**config.mk**
```make
export PLATFORM = sky130hd
export DESIGN_NAME = four_way_phase_scheduler
export DESIGN_NICKNAME = d
export VERILOG_FILES = /design/src/rtl/traffic_pkg.sv /design/src/rtl/rr_dir_select.sv /design/src/rtl/four_way_phase_scheduler.sv
export SDC_FILE = /design/constraint.sdc
export NUM_CORES = 1
export LEC_CHECK = 0
export CORE_MARGIN = 2
export CORE_UTILIZATION = 49
export CTS_CLUSTER_SIZE = 12
export DETAILED_ROUTE_END_ITERATION = 8
export PLACE_DENSITY = 0.85
export SETUP_SLACK_MARGIN = 0.4
export SKIP_LAST_GASP = 1
export SLEW_MARGIN = 20
export SYNTH_ARGS = -nofsm -noshare
export SYNTH_HDL_FRONTEND = slang
export SYNTH_HIERARCHICAL = 1
export SYNTH_SLANG_ARGS = --single-unit
```
**constraint.sdc**
```tcl
create_clock -name CLOCK -period 2.2 [get_ports CLOCK]
set_clock_uncertainty 0.2 [all_clocks]
set_input_delay 0.33 -clock CLOCK [delete_from_list [all_inputs] [get_ports CLOCK]]
set_output_delay 0.33 -clock CLOCK [all_outputs]
set_load 0.1 [all_outputs]
```
**src/rtl/traffic_pkg.sv**
```systemverilog
// Shared encodings for the four-way intersection scheduler: light codes,
// approach directions and the phase state encoding.
package traffic_pkg;

    localparam logic [2:0] RED    = 3'd0;
    localparam logic [2:0] YELLOW = 3'd1;
    localparam logic [2:0] GREEN  = 3'd2;

    localparam logic [1:0] DIR_N = 2'd0;
    localparam logic [1:0] DIR_E = 2'd1;
    localparam logic [1:0] DIR_S = 2'd2;
    localparam logic [1:0] DIR_W = 2'd3;

    typedef enum logic [1:0] {
        PH_GREEN  = 2'd0,
        PH_YELLOW = 2'd1,
        PH_ALLRED = 2'd2
    } phase_t;

endpackage

```
**src/rtl/rr_dir_select.sv**
```systemverilog
// Combinational round-robin picker: first pending approach after cur, in
// order cur+1, cur+2, cur+3; falls back to N when nothing is pending.
module rr_dir_select
    import traffic_pkg::*;
(
    input  logic [3:0] pend,
    input  logic [1:0] cur,
    output logic [1:0] nxt,
    output logic       any_valid
);

    logic [1:0] cand [1:3];
    logic [3:1] hit;

    generate
        for (genvar gi = 1; gi <= 3; gi++) begin : g_cand
            assign cand[gi] = cur + 2'(gi);
            assign hit[gi]  = pend[cand[gi]];
        end
    endgenerate

    // cur itself is never a candidate, so its own pend bit cannot win.
    always_comb begin
        nxt       = DIR_N;
        any_valid = 1'b1;
        if (hit[1]) begin
            nxt = cand[1];
        end else if (hit[2]) begin
            nxt = cand[2];
        end else if (hit[3]) begin
            nxt = cand[3];
        end else begin
            any_valid = 1'b0;
        end
    end

endmodule

```
**src/rtl/four_way_phase_scheduler.sv**
```systemverilog
// Sensor-driven round-robin scheduler for a four-way intersection: one green
// at a time, each hand-over runs GREEN -> YELLOW -> ALL-RED.
module four_way_phase_scheduler
    import traffic_pkg::*;
#(
    parameter int MIN_GREEN  = 5,
    parameter int MAX_GREEN  = 10,
    parameter int YELLOW_CYC = 3,
    parameter int ALLRED_CYC = 2,
    parameter int CNT_W      = 4
) (
    input  logic       CLOCK,
    input  logic       CLEAR,
    input  logic [3:0] CAR_SENSE,
    output logic [2:0] SIG_N,
    output logic [2:0] SIG_E,
    output logic [2:0] SIG_S,
    output logic [2:0] SIG_W,
    output logic [1:0] GRANT_DIR,
    output logic [3:0] PEND
);

    localparam logic [CNT_W-1:0] MIN_LAST    = CNT_W'(MIN_GREEN - 1);
    localparam logic [CNT_W-1:0] MAX_LAST    = CNT_W'(MAX_GREEN - 1);
    localparam logic [CNT_W-1:0] YELLOW_LAST = CNT_W'(YELLOW_CYC - 1);
    localparam logic [CNT_W-1:0] ALLRED_LAST = CNT_W'(ALLRED_CYC - 1);

    phase_t           phase_reg, phase_next;
    logic [1:0]       cur_reg, cur_next;
    logic [CNT_W-1:0] cnt_reg, cnt_next;
    logic [3:0]       pend_reg, pend_next;

    logic       grant;
    logic       other_pend;
    logic       go_yellow;
    logic [1:0] rr_nxt;
    logic       rr_any;

    rr_dir_select u_rr (
        .pend      (pend_reg),
        .cur       (cur_reg),
        .nxt       (rr_nxt),
        .any_valid (rr_any)
    );

    assign other_pend = |(pend_reg & ~(4'b0001 << cur_reg));

    // A busy current road may stretch its green up to the maximum bound.
    assign go_yellow = (cnt_reg >= MIN_LAST) && other_pend &&
                       (!CAR_SENSE[cur_reg] || (cnt_reg >= MAX_LAST));

    always_comb begin
        phase_next = phase_reg;
        cur_next   = cur_reg;
        cnt_next   = cnt_reg + CNT_W'(1);
        grant      = 1'b0;
        case (phase_reg)
            PH_GREEN: begin
                if (go_yellow) begin
                    phase_next = PH_YELLOW;
                    cnt_next   = '0;
                end else if (cnt_reg >= MAX_LAST) begin
                    cnt_next = MAX_LAST;
                end
            end
            PH_YELLOW: begin
                if (cnt_reg == YELLOW_LAST) begin
                    phase_next = PH_ALLRED;
                    cnt_next   = '0;
                end
            end
            PH_ALLRED: begin
                if (cnt_reg == ALLRED_LAST) begin
                    phase_next = PH_GREEN;
                    cnt_next   = '0;
                    grant      = 1'b1;
                    cur_next   = rr_any ? rr_nxt : DIR_N;
                end
            end
            default: begin
                phase_next = PH_GREEN;
                cur_next   = DIR_N;
                cnt_next   = '0;
            end
        endcase
    end

    generate
        for (genvar gi = 0; gi < 4; gi++) begin : g_pend
            assign pend_next[gi] =
                (grant && (cur_next == 2'(gi)))                        ? 1'b0 :
                (CAR_SENSE[gi] &&
                 !((phase_reg == PH_GREEN) && (cur_reg == 2'(gi))))    ? 1'b1 :
                                                                         pend_reg[gi];
        end
    endgenerate

    always_ff @(posedge CLOCK or posedge CLEAR) begin
        if (CLEAR) begin
            phase_reg <= PH_GREEN;
            cur_reg   <= DIR_N;
            cnt_reg   <= '0;
            pend_reg  <= '0;
        end else begin
            phase_reg <= phase_next;
            cur_reg   <= cur_next;
            cnt_reg   <= cnt_next;
            pend_reg  <= pend_next;
        end
    end

    logic [2:0] sig [4];

    generate
        for (genvar gi = 0; gi < 4; gi++) begin : g_sig
            assign sig[gi] = (cur_reg != 2'(gi))      ? RED    :
                             (phase_reg == PH_GREEN)  ? GREEN  :
                             (phase_reg == PH_YELLOW) ? YELLOW : RED;
        end
    endgenerate

    assign SIG_N     = sig[0];
    assign SIG_E     = sig[1];
    assign SIG_S     = sig[2];
    assign SIG_W     = sig[3];
    assign GRANT_DIR = cur_reg;
    assign PEND      = pend_reg;

endmodule

```
==> results.sh, run 1 <==
export IMPL_status="stopped before the end"
export IMPL_last_stage_reached="5_1_grt"
export IMPL_error="[ERROR DPL-0033] detailed placement checks failed during check placement."
export IMPL_synth_main_ff_cell="dfrtp_1"
export IMPL_grt_max_degree=13
export IMPL_clkSinkCount=12
export IMPL_syn_avg_cell_area_um2=8.781
export IMPL_yosys_area_top_type="dfrtp_1"
export IMPL_row_count=16
export IMPL_synth_top_cells_by_area="dfrtp_1 (30%), ha_1 (6.3%), a21oi_1 (5.5%), inv_1 (4.2%), mux2i_1 (4.0%)"
export IMPL_dp_cells=166
export IMPL_yosys_warnings=6
export IMPL_synth_top_area_share_pct=30.26
export IMPL_worst_slack_endpoint_at_the_end_of_global_route_timing_repair="SIG_N[1]"
export IMPL_cts_htree_levels=1
export IMPL_synth_top_family_by_area="compound AO/OA/AOI/OAI gates"
export IMPL_dp_worst_setup_slack_ns=-0.08189
export IMPL_synth_mux_area_fraction_pct=7.440
export IMPL_syn_instance_count=113
export IMPL_seq_area_frac_synth_pct=30.26
export IMPL_synthesis_area_um2=992.2
export IMPL_synth_async_sr_flop_share_pct=100.0
export IMPL_floorplan_initialDensity_pct=51.10
export IMPL_synth_edff_count=0
export IMPL_synth_adder_area_share_pct=6.305
export IMPL_grt_antenna_before_repair=0
export IMPL_cts_buffers_inserted=3
export IMPL_clockRootBuffer="clkbuf_4"
export IMPL_postSynthRegisterBits=12
export IMPL_synth_compound_area_share_pct=24.09
export IMPL_die_boundary_width_um=49
export IMPL_post_synthesis_simple_gate_area_fraction_pct=18.41
export IMPL_dpl_hpwl_mm=2.081
export IMPL_synth_distinct_cells=42
export IMPL_synthXorXnorAreaFrac_pct=1.765
export IMPL_clk_buf_depth=2
export IMPL_routabilityCongestion=0.8336
export IMPL_numPortBuffers=19
export IMPL_design_portCount=24
export IMPL_die_y_um=49
export IMPL_category_of_the_worst_endpoint="primary output"
metrics by stage:
stage | util [%] | instance area [µm²]
CTS | 89.30 | 1734
detailed placement | 73.13 | 1420
global placement | 73.13 | 1420
floorplan | - | 1087
synthesized netlist by cell type (3+ instances only):
master,number
nand2_1,5
inv_1,11
buf_4,5
o21ai_0,4
nor2_1,10
dfrtp_1,12
ha_1,5
a21oi_1,11
mux2i_1,4
buf_6,3
kinds of logic after synthesis:
logic type / after synthesis
and+or+nand+nor: 34
muxes: 6
AOI/OAI and AO/OA: 34
other: 1
adders and majority gates: 5
DFF: 12
buffers and inverters: 19
xor gates and xnor gates: 2
what timing repair did:
| action | CTS |
|---|---|
| hold buffers | 0 |
| endpoints found under the setup margin | 19 |
| endpoints found under the hold margin | 0 |
| pin swaps | 17 |
| setup buffers | 16 |
| resized for setup | 45 |
==> inputs of run 2 (changes only) <==
CORE_AREA = 2 2 63 65   (was unset)
CORE_MARGIN = unset   (was 2)
CORE_UTILIZATION = unset   (was 49)
CTS_CLUSTER_SIZE = unset   (was 12)
DIE_AREA = 0 0 65 67   (was unset)
PLACE_DENSITY = unset   (was 0.85)
PLACE_DENSITY_LB_ADDON = 0.15   (was unset)
SETUP_SLACK_MARGIN = unset   (was 0.4)
==> run 2 against run 1 <==
The run now ends clean. Synthesized cell count stayed put. Area after synthesis stayed put.
==> results.sh, run 2 <==
export IMPL_status="completed"
export IMPL_total_gr_overflow=0
export IMPL_design_portCount=24
export IMPL_syn_avg_cell_area_um2=8.781
export IMPL_clk_pin_slew_ns=0.05
export IMPL_gr_usage_met2_pct=22.94
export IMPL_routedWlPerCell_um=13.14
export IMPL_numPortBuffers=19
export IMPL_area_growth_syn_to_layout_pct=55.61
export IMPL_clk_buf_depth=2
export IMPL_core_area_um2=3606
export IMPL_synth_commonest_cells="dfrtp_1 (12), a21oi_1 (11), inv_1 (11), nor2_1 (10)"
export IMPL_die_y_um=67
export IMPL_grt_setup_unrepaired="no"
export IMPL_timing_max_cap_violations=0
export IMPL_largest_voltage_drop_on_the_vdd_net_uv=699.4
export IMPL_row_count=22
export IMPL_intPower_uw=1192
export IMPL_grt_antenna_before_repair=0
export IMPL_syn_instance_count=113
export IMPL_top_usage_layer="met2"
export IMPL_final_hold_violation_count=0
export IMPL_postRouteWirelength_mm=2.615
export IMPL_setup_viol_count_final=0
export IMPL_final_common_cell="buf_4"
export IMPL_globalRouteMet1Util_pct=15.79
export IMPL_yosys_warnings=6
export IMPL_worst_slack_ns=0.07765
export IMPL_ant_nets=0
export IMPL_grt_pass1_wl_mm=4.291
export IMPL_finalSetupTns_ns=0
export IMPL_dpl_hpwl_mm=2.141
export IMPL_grt_max_degree=15
export IMPL_cts_hold_buf=0
export IMPL_final_min_period_over_clock_period_pct=96.47
export IMPL_critPathArrivalTime_ns=2.08
export IMPL_power_switching_share_pct=51.50
export IMPL_number_of_violations_reported_at_the_end_of_detailed_routing_iteration_0=36
export IMPL_floorplan_initialDensity_pct=27.52
export IMPL_clock_power_share_pct=9.6
export IMPL_combPwrFrac_pct=74.8
export IMPL_layout_common_cells="buf_4 (24), a21oi_1 (11), inv_1 (10), buf_12 (10)"
export IMPL_worstMarginPinSlew_ns=0.5550
export IMPL_placed_instance_area_um2=1465
export IMPL_leakage_uw=0.0006450
export IMPL_dp_worst_setup_slack_ns=-0.1049
export IMPL_critPathMaxFanout=4
export IMPL_synth_main_ff_cell="dfrtp_1"
export IMPL_synthesis_area_um2=992.2
export IMPL_share_of_layout_cells_above_drive_strength_1_pct=40.40
export IMPL_remaining_drc_errors=0
export IMPL_cts_htree_levels=1
export IMPL_total_switching_power_uw=1265
export IMPL_synth_async_sr_flop_share_pct=100.0
export IMPL_firstDrtPassIters=4
export IMPL_maxSlewViolCount=0
export IMPL_routed_via_count=936
export IMPL_relSlewSlack_pct=62.89
export IMPL_via_per_inst=4.704
export IMPL_synth_edff_count=0
export IMPL_critPathLaunchType="flop"
export IMPL_grt_util_met3_pct=2.703
export IMPL_yosys_area_top_type="dfrtp_1"
export IMPL_yosys_cell_count_top_type="dfrtp_1"
export IMPL_cts_tree="done"
export IMPL_postSynthRegisterBits=12
export IMPL_filler_cell_count=370
export IMPL_hold_path_class="in -> async"
export IMPL_cts_buffers_inserted=3
export IMPL_overall_routing_resource_usage_pct=12.68
export IMPL_cp_required_ns=2.16
export IMPL_clkSinkCount=12
export IMPL_clockRootBuffer="clkbuf_8"
export IMPL_stdcell_area_um2=1544
export IMPL_clock_fmax_mhz=471.2
export IMPL_routabilityCongestion=0.8866
export IMPL_p_seq_share_pct=15.6
export IMPL_power_per_cell_area_nw_per_um2=1591
export IMPL_diodes=0
export IMPL_crit_path_end_kind="flop"
export IMPL_synth_top_area_share_pct=30.26
export IMPL_criticalPathCategory="reg -> reg"
export IMPL_seq_area_frac_synth_pct=30.26
export IMPL_via_count_of_the_first_global_routing_pass=932
export IMPL_num_nets_final=163
export IMPL_synth_top_cells_by_area="dfrtp_1 (30%), ha_1 (6.3%), a21oi_1 (5.5%), inv_1 (4.2%), mux2i_1 (4.0%)"
export IMPL_die_boundary_width_um=65
export IMPL_synth_distinct_cells=42
export IMPL_clock_insertion_delay_worst_skew_ns=0.24
export IMPL_period_needed_ns=2.122
export IMPL_die_area_um2=4355
run 2: cell counts after synthesis:
No cell type changed its count.
run 2: what timing repair did:
item	CTS	global route
setup buffers	2	0
endpoints found under the setup margin	1	3
pin swaps	0	0
resized for setup	1	3
run 2: layout make-up:
cell class	instances	area, µm²	share of cell area (%)
Inverter	11	45.04	2.917
Multi-Input combinational cell	85	640.6	41.49
Sequential cell	12	312.8	20.26
Timing Repair Buffer	39	430.4	27.88
Tap cell	48	60.06	3.890
Clock buffer	4	55.05	3.566
run 2: worst paths after layout:
kind	start	slack, ns	cells past startpoint	end
setup reg to reg	GRANT_DIR[0]	0.08	5	phase_reg[0]
max in group asynchronous	CLEAR	1.22	2	GRANT_DIR[0]
hold / removal	CLEAR	0.21	2	phase_reg[1]
hold reg to reg	phase_reg[1]	0.38	2	phase_reg[0]
setup / recovery	GRANT_DIR[0]	0.08	5	phase_reg[0]
min in group CLOCK	phase_reg[1]	0.38	2	phase_reg[0]
run 2: per-stage QoR:
step | hold slack (ns) | utilization, % | cells | power [µW]
after floorplan | -0.005531 | - | 116 | 1612
after global placement | 0.3573 | 40.63 | 193 | 2176
after detailed placement | 0.3587 | 40.63 | 193 | 2179
after CTS | 0.2374 | 42.64 | 199 | 2458
after global routing | 0.2713 | 42.82 | 199 | 2605
final | 0.2138 | 42.82 | 199 | 2457
run 2: cell families (layout without fill, tap and decap cells):
logic type | count (synthesis) | after routing | synth area share, %
AO/OA/AOI/OAI | 34 | 34 | 24.09
buffers and inverters | 19 | 54 | 11.35
AND/OR/NAND/NOR | 34 | 34 | 18.41
adder cells (fa/ha/maj) | 5 | 5 | 6.305
XOR/XNOR | 2 | 2 | 1.766
other | 1 | 4 | 0.3779
flip-flops | 12 | 12 | 30.27
multiplexers | 6 | 6 | 7.440
run 2: power groups by stage:
stage	clock [µW]	combinational, µW	sequential, µW
2_1_floorplan	0	1050	564
3_3_place_gp	0	1770	411
3_5_place_dp	0	1770	411
4_1_cts	244	1830	384
5_1_grt	254	1950	398
6_report	237	1840	382
run 2: routing by layer:
| layer | part of all wire, % | vias up |
|---|---|---|
| met3 | 3.0 | 2 |
| met1 | 46 | 439 |
| met5 | 0 | - |
| met4 | 0.54 | 0 |
| met2 | 50 | 20 |
| li1 | - | 475 |
run 2: critical path: stages, from the launching register on:
cell,delay (ns)
dfrtp_4,0.49
buf_4,0.16
mux4_2,0.43
a21boi_4,0.16
or4_1,0.47
a21oi_1,0.13
No activity file was read; power rests on OpenSTA's default activity.
